==> config.mk <==
export PLATFORM = sky130hd
export DESIGN_NAME = swd_xfer_retry
export DESIGN_NICKNAME = d
export VERILOG_FILES = /design/src/rtl/swd_xfer_retry.sv
export SDC_FILE = /design/constraint.sdc
export NUM_CORES = 1
export LEC_CHECK = 0
export ABC_AREA = 1
export BUFFER_PORTS_ARGS = -buffer_cell sky130_fd_sc_hd__buf_2
export CORE_AREA = 2 2 133 122
export DETAILED_ROUTE_END_ITERATION = 7
export DIE_AREA = 0 0 135 124
export PLACE_DENSITY = 0.61
export SYNTH_ARGS = -nofsm -noshare
export SYNTH_HDL_FRONTEND = slang
export SYNTH_SLANG_ARGS = --single-unit
==> constraint.sdc <==
create_clock -name clk -period 2.3 [get_ports clk]
set_clock_uncertainty 0.2 [all_clocks]
set_input_delay 0 -clock clk [delete_from_list [all_inputs] [get_ports clk]]
set_output_delay 0 -clock clk [all_outputs]
set_load 0.02 [all_outputs]
==> src/rtl/swd_xfer_retry.sv <==
// SWD transfer sequencer: issues one DP/AP access to the link engine, reissues it
// on WAIT up to a programmable limit, and returns a single response record.
module swd_xfer_retry #(
   parameter int unsigned RETRY_W = 16
) (
   input  logic               clk,
   input  logic               rst,

   input  logic               req_valid,
   output logic               req_ready,
   input  logic [1:0]         req_addr32,
   input  logic               req_rnw,
   input  logic               req_apndp,
   input  logic [31:0]        req_wdata,

   input  logic [RETRY_W-1:0] wait_limit,
   input  logic               abort,

   output logic               rsp_valid,
   input  logic               rsp_ready,
   output logic [2:0]         rsp_ack,
   output logic [31:0]        rsp_rdata,
   output logic               rsp_perr,
   output logic [RETRY_W-1:0] rsp_retries,

   output logic               if_go,
   output logic [1:0]         if_addr32,
   output logic               if_rnw,
   output logic               if_apndp,
   output logic [31:0]        if_dwrite,

   input  logic               if_idle,
   input  logic [2:0]         if_ack,
   input  logic [31:0]        if_dread,
   input  logic               if_perr
);

   localparam logic [2:0] ACK_OK   = 3'b001;
   localparam logic [2:0] ACK_WAIT = 3'b010;

   typedef enum logic [2:0] {
      IDLE   = 3'd0,
      LAUNCH = 3'd1,
      BUSY   = 3'd2,
      EVAL   = 3'd3,
      RESP   = 3'd4
   } state_e;

   state_e               state_q,       state_d;
   logic [1:0]           addr32_q,      addr32_d;
   logic                 rnw_q,         rnw_d;
   logic                 apndp_q,       apndp_d;
   logic [31:0]          wdata_q,       wdata_d;
   logic [RETRY_W-1:0]   cnt_q,         cnt_d;
   logic                 go_q,          go_d;
   logic                 rsp_valid_q,   rsp_valid_d;
   logic [2:0]           rsp_ack_q,     rsp_ack_d;
   logic [31:0]          rsp_rdata_q,   rsp_rdata_d;
   logic                 rsp_perr_q,    rsp_perr_d;
   logic [RETRY_W-1:0]   rsp_retries_q, rsp_retries_d;

   logic                 ack_ok;
   logic                 do_retry;

   assign ack_ok   = (if_ack == ACK_OK);
   // The counter can only reach wait_limit, so the increment below never wraps.
   assign do_retry = (if_ack == ACK_WAIT) && (cnt_q < wait_limit) && !abort;

   always_comb begin
      // NOTE: every _d starts as its _q so no branch leaves one unassigned (no latches).
      state_d       = state_q;
      addr32_d      = addr32_q;
      rnw_d         = rnw_q;
      apndp_d       = apndp_q;
      wdata_d       = wdata_q;
      cnt_d         = cnt_q;
      go_d          = go_q;
      rsp_valid_d   = rsp_valid_q;
      rsp_ack_d     = rsp_ack_q;
      rsp_rdata_d   = rsp_rdata_q;
      rsp_perr_d    = rsp_perr_q;
      rsp_retries_d = rsp_retries_q;

      case (state_q)
         IDLE: begin
            if (req_valid) begin
               addr32_d = req_addr32;
               rnw_d    = req_rnw;
               apndp_d  = req_apndp;
               wdata_d  = req_wdata;
               cnt_d    = '0;
               go_d     = 1'b1;
               state_d  = LAUNCH;
            end
         end

         // go is held until the engine shows it has picked the transfer up.
         LAUNCH: begin
            if (!if_idle) begin
               go_d    = 1'b0;
               state_d = BUSY;
            end
         end

         BUSY: begin
            if (if_idle) begin
               state_d = EVAL;
            end
         end

         EVAL: begin
            if (do_retry) begin
               cnt_d   = cnt_q + RETRY_W'(1);
               go_d    = 1'b1;
               state_d = LAUNCH;
            end else begin
               rsp_valid_d   = 1'b1;
               rsp_ack_d     = if_ack;
               rsp_retries_d = cnt_q;
               rsp_rdata_d   = (rnw_q && ack_ok) ? if_dread : '0;
               rsp_perr_d    = rnw_q && ack_ok && if_perr;
               state_d       = RESP;
            end
         end

         RESP: begin
            if (rsp_ready) begin
               rsp_valid_d = 1'b0;
               state_d     = IDLE;
            end
         end

         default: begin
            state_d = IDLE;
         end
      endcase
   end

   always_ff @(posedge clk) begin
      // NOTE: non-blocking assignments so every flop samples pre-edge values.
      if (rst) begin
         state_q       <= IDLE;
         addr32_q      <= '0;
         rnw_q         <= 1'b0;
         apndp_q       <= 1'b0;
         wdata_q       <= '0;
         cnt_q         <= '0;
         go_q          <= 1'b0;
         rsp_valid_q   <= 1'b0;
         rsp_ack_q     <= '0;
         rsp_rdata_q   <= '0;
         rsp_perr_q    <= 1'b0;
         rsp_retries_q <= '0;
      end else begin
         state_q       <= state_d;
         addr32_q      <= addr32_d;
         rnw_q         <= rnw_d;
         apndp_q       <= apndp_d;
         wdata_q       <= wdata_d;
         cnt_q         <= cnt_d;
         go_q          <= go_d;
         rsp_valid_q   <= rsp_valid_d;
         rsp_ack_q     <= rsp_ack_d;
         rsp_rdata_q   <= rsp_rdata_d;
         rsp_perr_q    <= rsp_perr_d;
         rsp_retries_q <= rsp_retries_d;
      end
   end

   assign req_ready   = (state_q == IDLE);

   assign if_go       = go_q;
   assign if_addr32   = addr32_q;
   assign if_rnw      = rnw_q;
   assign if_apndp    = apndp_q;
   assign if_dwrite   = wdata_q;

   assign rsp_valid   = rsp_valid_q;
   assign rsp_ack     = rsp_ack_q;
   assign rsp_rdata   = rsp_rdata_q;
   assign rsp_perr    = rsp_perr_q;
   assign rsp_retries = rsp_retries_q;

endmodule
==> metrics.csv <==
metric,value,unit
timing.final.max_slew_violations,0,
worst-endpoint-required,2.34,ns
ys.warnings.count,0,
number_of_buffers_added_by_the_clock_tree_synthesis_step,9,
clk_root_buffer_cell,sky130_fd_sc_hd__clkbuf_16,
synth_most_common_cell,sky130_fd_sc_hd__nand2_1,
synthesized_nets,842,
die_height,124,µm
synthArstFlopShare,0,
status,"complete, no violations",
dpl-instance-area,6330,µm²
finalPower,5.72,mW
antenna_found_initial,0,
top_layer,met4,
via_count_of_the_first_global_routing_pass,5038,
post-dp-hpwl,10100,µm
post_synth_instance_area,5160,µm²
post_synth_and_or_nand_nor_area_fraction,0.370,
wl,15200,µm
die_w,135,µm
clkLatencyLatePin,0.35,ns
worst-endpoint-arrival,2.17,ns
core-area,15300,µm²
wire_length_of_the_first_global_routing_pass,23800,µm
p_leak,3.52,nW
crit_path_cell_trace,ha_1 -> a21oi_1 -> nor2_1 -> nor3_1 -> nand2_1 -> nand2_1 -> nand2_1 -> nand2_2 -> nand2_2 -> nand2_4 -> inv_4 -> clkbuf_16 -> nor2_1 -> nor2_1,
route.antenna.remaining_nets,0,
row_count,43,
finalSetupTns,0,ns
slew_headroom,0.656,
design.portCount,185,
timing.critical_path.max_delay_family,simple AND/OR/NAND/NOR gates,
gate_count_of_the_mapped_netlist,732,
synth_edf_count,0,
adder_cell_share_of_the_synthesized_area,0.0388,
critical_path_buffers_and_inverters,2,
antenna_cells_inserted,0,
worst-slew-pin-transition,0.516,ns
total_track_usage,0.177,
timing.hold.worst.class,primary input to register,
layout_overhead_on_the_synthesized_area,45.0,%
finalWorstPathRequiredPeriod,2.13,ns
max_freq,469,MHz
routed_via_density,4.56,
ys_ff_latch,109,
post_synth_main_area_contributors,"sky130_fd_sc_hd__dfxtp_1 42%, sky130_fd_sc_hd__nand2_1 15%, sky130_fd_sc_hd__nor2_1 7.5%, sky130_fd_sc_hd__nor2_2 5.5%, sky130_fd_sc_hd__nand3_1 5.2%",
synthFlopType,sky130_fd_sc_hd__dfxtp_1,
post_route_cells_drive_above_1_share,0.288,
setup_violations,0,
postLayoutSetupSlackWorst,0.167,ns
cpPeakStageDelay,0.32,ns
synth_common_cells,"212 x sky130_fd_sc_hd__nand2_1, 109 x sky130_fd_sc_hd__dfxtp_1, 103 x sky130_fd_sc_hd__nor2_1, 54 x sky130_fd_sc_hd__nand3_1, 50 x sky130_fd_sc_hd__a21oi_1",
muxShareOfSynthArea,0,
final_min_period_over_clock_period,0.928,
wl_met2,6710,µm
combinational_family_with_the_most_area_after_synthesis,simple AND/OR/NAND/NOR gates,
firstDrtPassIters,4,
clock_sinks,109,
cts.clk_slew.worst_paths,0.07,ns
part_of_the_yosys_area_used_for_sequential_elements,0.423,
htree_depth,3,
yosys.area.top_type_share,0.423,
synth_compound_area_frac,0.0774,
fillerInstances,1525,
pwr_density_cell,765,nW/µm²
worstSetupStartpointType,register,
floorplan.initialDensity,0.338,
peakVddDrop,0.491,mV
finalWeightedCongestion,0.868,
largest_net_degree_at_the_start_of_global_routing,46,
grt_setup_unrepaired,no,
route.detailed.wl_per_inst,12.6,µm
worst_path_max_delay_cell,sky130_fd_sc_hd__dfxtp_1,
fp.dieArea,16700,µm²
timing_hold_violations_final,0,
fin_area,7480,µm²
ys_types,32,
crit_type,register to register,
grt_overflow,0,
io_buffers,184,
routedLengthMet1,7160,µm
drt_iter0_drc,189,
critical_path.endpoint_type,register,
route.met3.wl,1070,µm
synthDominantAreaCellType,sky130_fd_sc_hd__dfxtp_1,
cp_max_fo,19,
num_vias,5478,
post-route-util,0.490,
clockBufferDepth,2,
tritoncts_clock_tree,done,
synth_area_per_cell,7.05,µm²
synth_xor_area_frac,0.00679,
max-cap-violations,0,
finish.net_count,1105,
place_ws,0.145,ns
drt_drc_violations_left,0,
## cells in the final DEF (no fill, tap or decap), types with 11 or more instances in the layout
| master | count |
|---|---|
| sky130_fd_sc_hd__a21oi_1 | 50 |
| sky130_fd_sc_hd__o21ai_0 | 24 |
| sky130_fd_sc_hd__inv_1 | 42 |
| sky130_fd_sc_hd__nor2_1 | 103 |
| sky130_fd_sc_hd__nand2_1 | 212 |
| sky130_fd_sc_hd__dfxtp_1 | 109 |
| sky130_fd_sc_hd__buf_4 | 27 |
| sky130_fd_sc_hd__clkbuf_16 | 11 |
| sky130_fd_sc_hd__nor2_2 | 45 |
| sky130_fd_sc_hd__buf_2 | 184 |
| sky130_fd_sc_hd__nand3_1 | 54 |
| sky130_fd_sc_hd__ha_1 | 16 |
| sky130_fd_sc_hd__dlygate4sd3_1 | 76 |
## sequential cells by signal, indices dropped and copies added, names as in the netlist
signal	flops
if_addr32	2
if_go	1
rsp_rdata	32
if_apndp	1
rsp_retries	16
cnt_q	16
rsp_ack	3
if_dwrite	32
rsp_valid	1
rsp_perr	1
if_rnw	1
state_q	3
## metal layers
layer  track usage  up-vias
li1              -     2844
met1         0.227     2443
met2         0.289      176
met3        0.0598       15
met4        0.0430        0
met5             0        -
## power by group
| part | switching, mW | internal (mW) | total, mW | leakage [nW] |
|---|---|---|---|---|
| clock network | 0.734 | 0.966 | 1.70 | 0.157 |
| registers | 0.141 | 2.12 | 2.26 | 0.887 |
| logic | 1.07 | 0.689 | 1.76 | 2.47 |
| total | 1.95 | 3.77 | 5.72 | 3.52 |
## cell families (layout without fill, tap and decap cells)
| family | Yosys count | count (layout) |
|---|---|---|
| AND/OR/NAND/NOR | 440 | 440 |
| flip-flops | 109 | 109 |
| buffers and inverters | 85 | 353 |
| AO/OA/AOI/OAI | 78 | 78 |
| adder cells (fa/ha/maj) | 16 | 16 |
| XOR/XNOR | 4 | 4 |
## final timing paths
path | start | endpoint | slack [ns] | cells after the start
worst max-delay path | cnt_q[5] | rsp_retries[15] | 0.17 | 14
worst min-delay path | req_valid | state_q[0] | 0.04 | 5
worst max register to register | cnt_q[5] | rsp_retries[15] | 0.17 | 14
worst min register to register | if_apndp | if_apndp | 0.26 | 2
## layout make-up
| class | count | area [µm²] | area share |
|---|---|---|---|
| Clock buffer | 10 | 229 | 0.0306 |
| Clock inverter | 6 | 95.1 | 0.0127 |
| Inverter | 45 | 171 | 0.0229 |
| Multi-Input combinational cell | 538 | 2550 | 0.342 |
| Sequential cell | 109 | 2180 | 0.292 |
| Tap cell | 202 | 253 | 0.0338 |
| Timing Repair Buffer | 292 | 1990 | 0.267 |
## worst reg2reg max path: stages, from the launching register on
cell and delay (ns):
sky130_fd_sc_hd__dfxtp_1 0.32, sky130_fd_sc_hd__ha_1 0.28, sky130_fd_sc_hd__a21oi_1 0.14, sky130_fd_sc_hd__nor2_1 0.05, sky130_fd_sc_hd__nor3_1 0.13, sky130_fd_sc_hd__nand2_1 0.08, sky130_fd_sc_hd__nand2_1 0.06, sky130_fd_sc_hd__nand2_1 0.07
sky130_fd_sc_hd__nand2_2 0.09, sky130_fd_sc_hd__nand2_2 0.06, sky130_fd_sc_hd__nand2_4 0.12, sky130_fd_sc_hd__inv_4 0.09, sky130_fd_sc_hd__clkbuf_16 0.21, sky130_fd_sc_hd__nor2_1 0.10, sky130_fd_sc_hd__nor2_1 0.05
## stage by stage
stage                     hold slack [ns]  instances
after floorplan                   -0.0374        732
after global placement             0.0748       1107
after detailed placement           0.0798       1107
after CTS                          0.0378       1199
after global routing               0.0700       1202
final                              0.0409       1202
## timing repair
| action | in CTS | in global routing |
|---|---|---|
| setup buffers | 0 | 1 |
| setup endpoints to repair | 0 | 56 |
| hold buffers | 76 | 0 |
| gates resized for setup | 0 | 1 |
| hold endpoints to repair | 99 | 0 |
(Power assumes the default switching activity.)
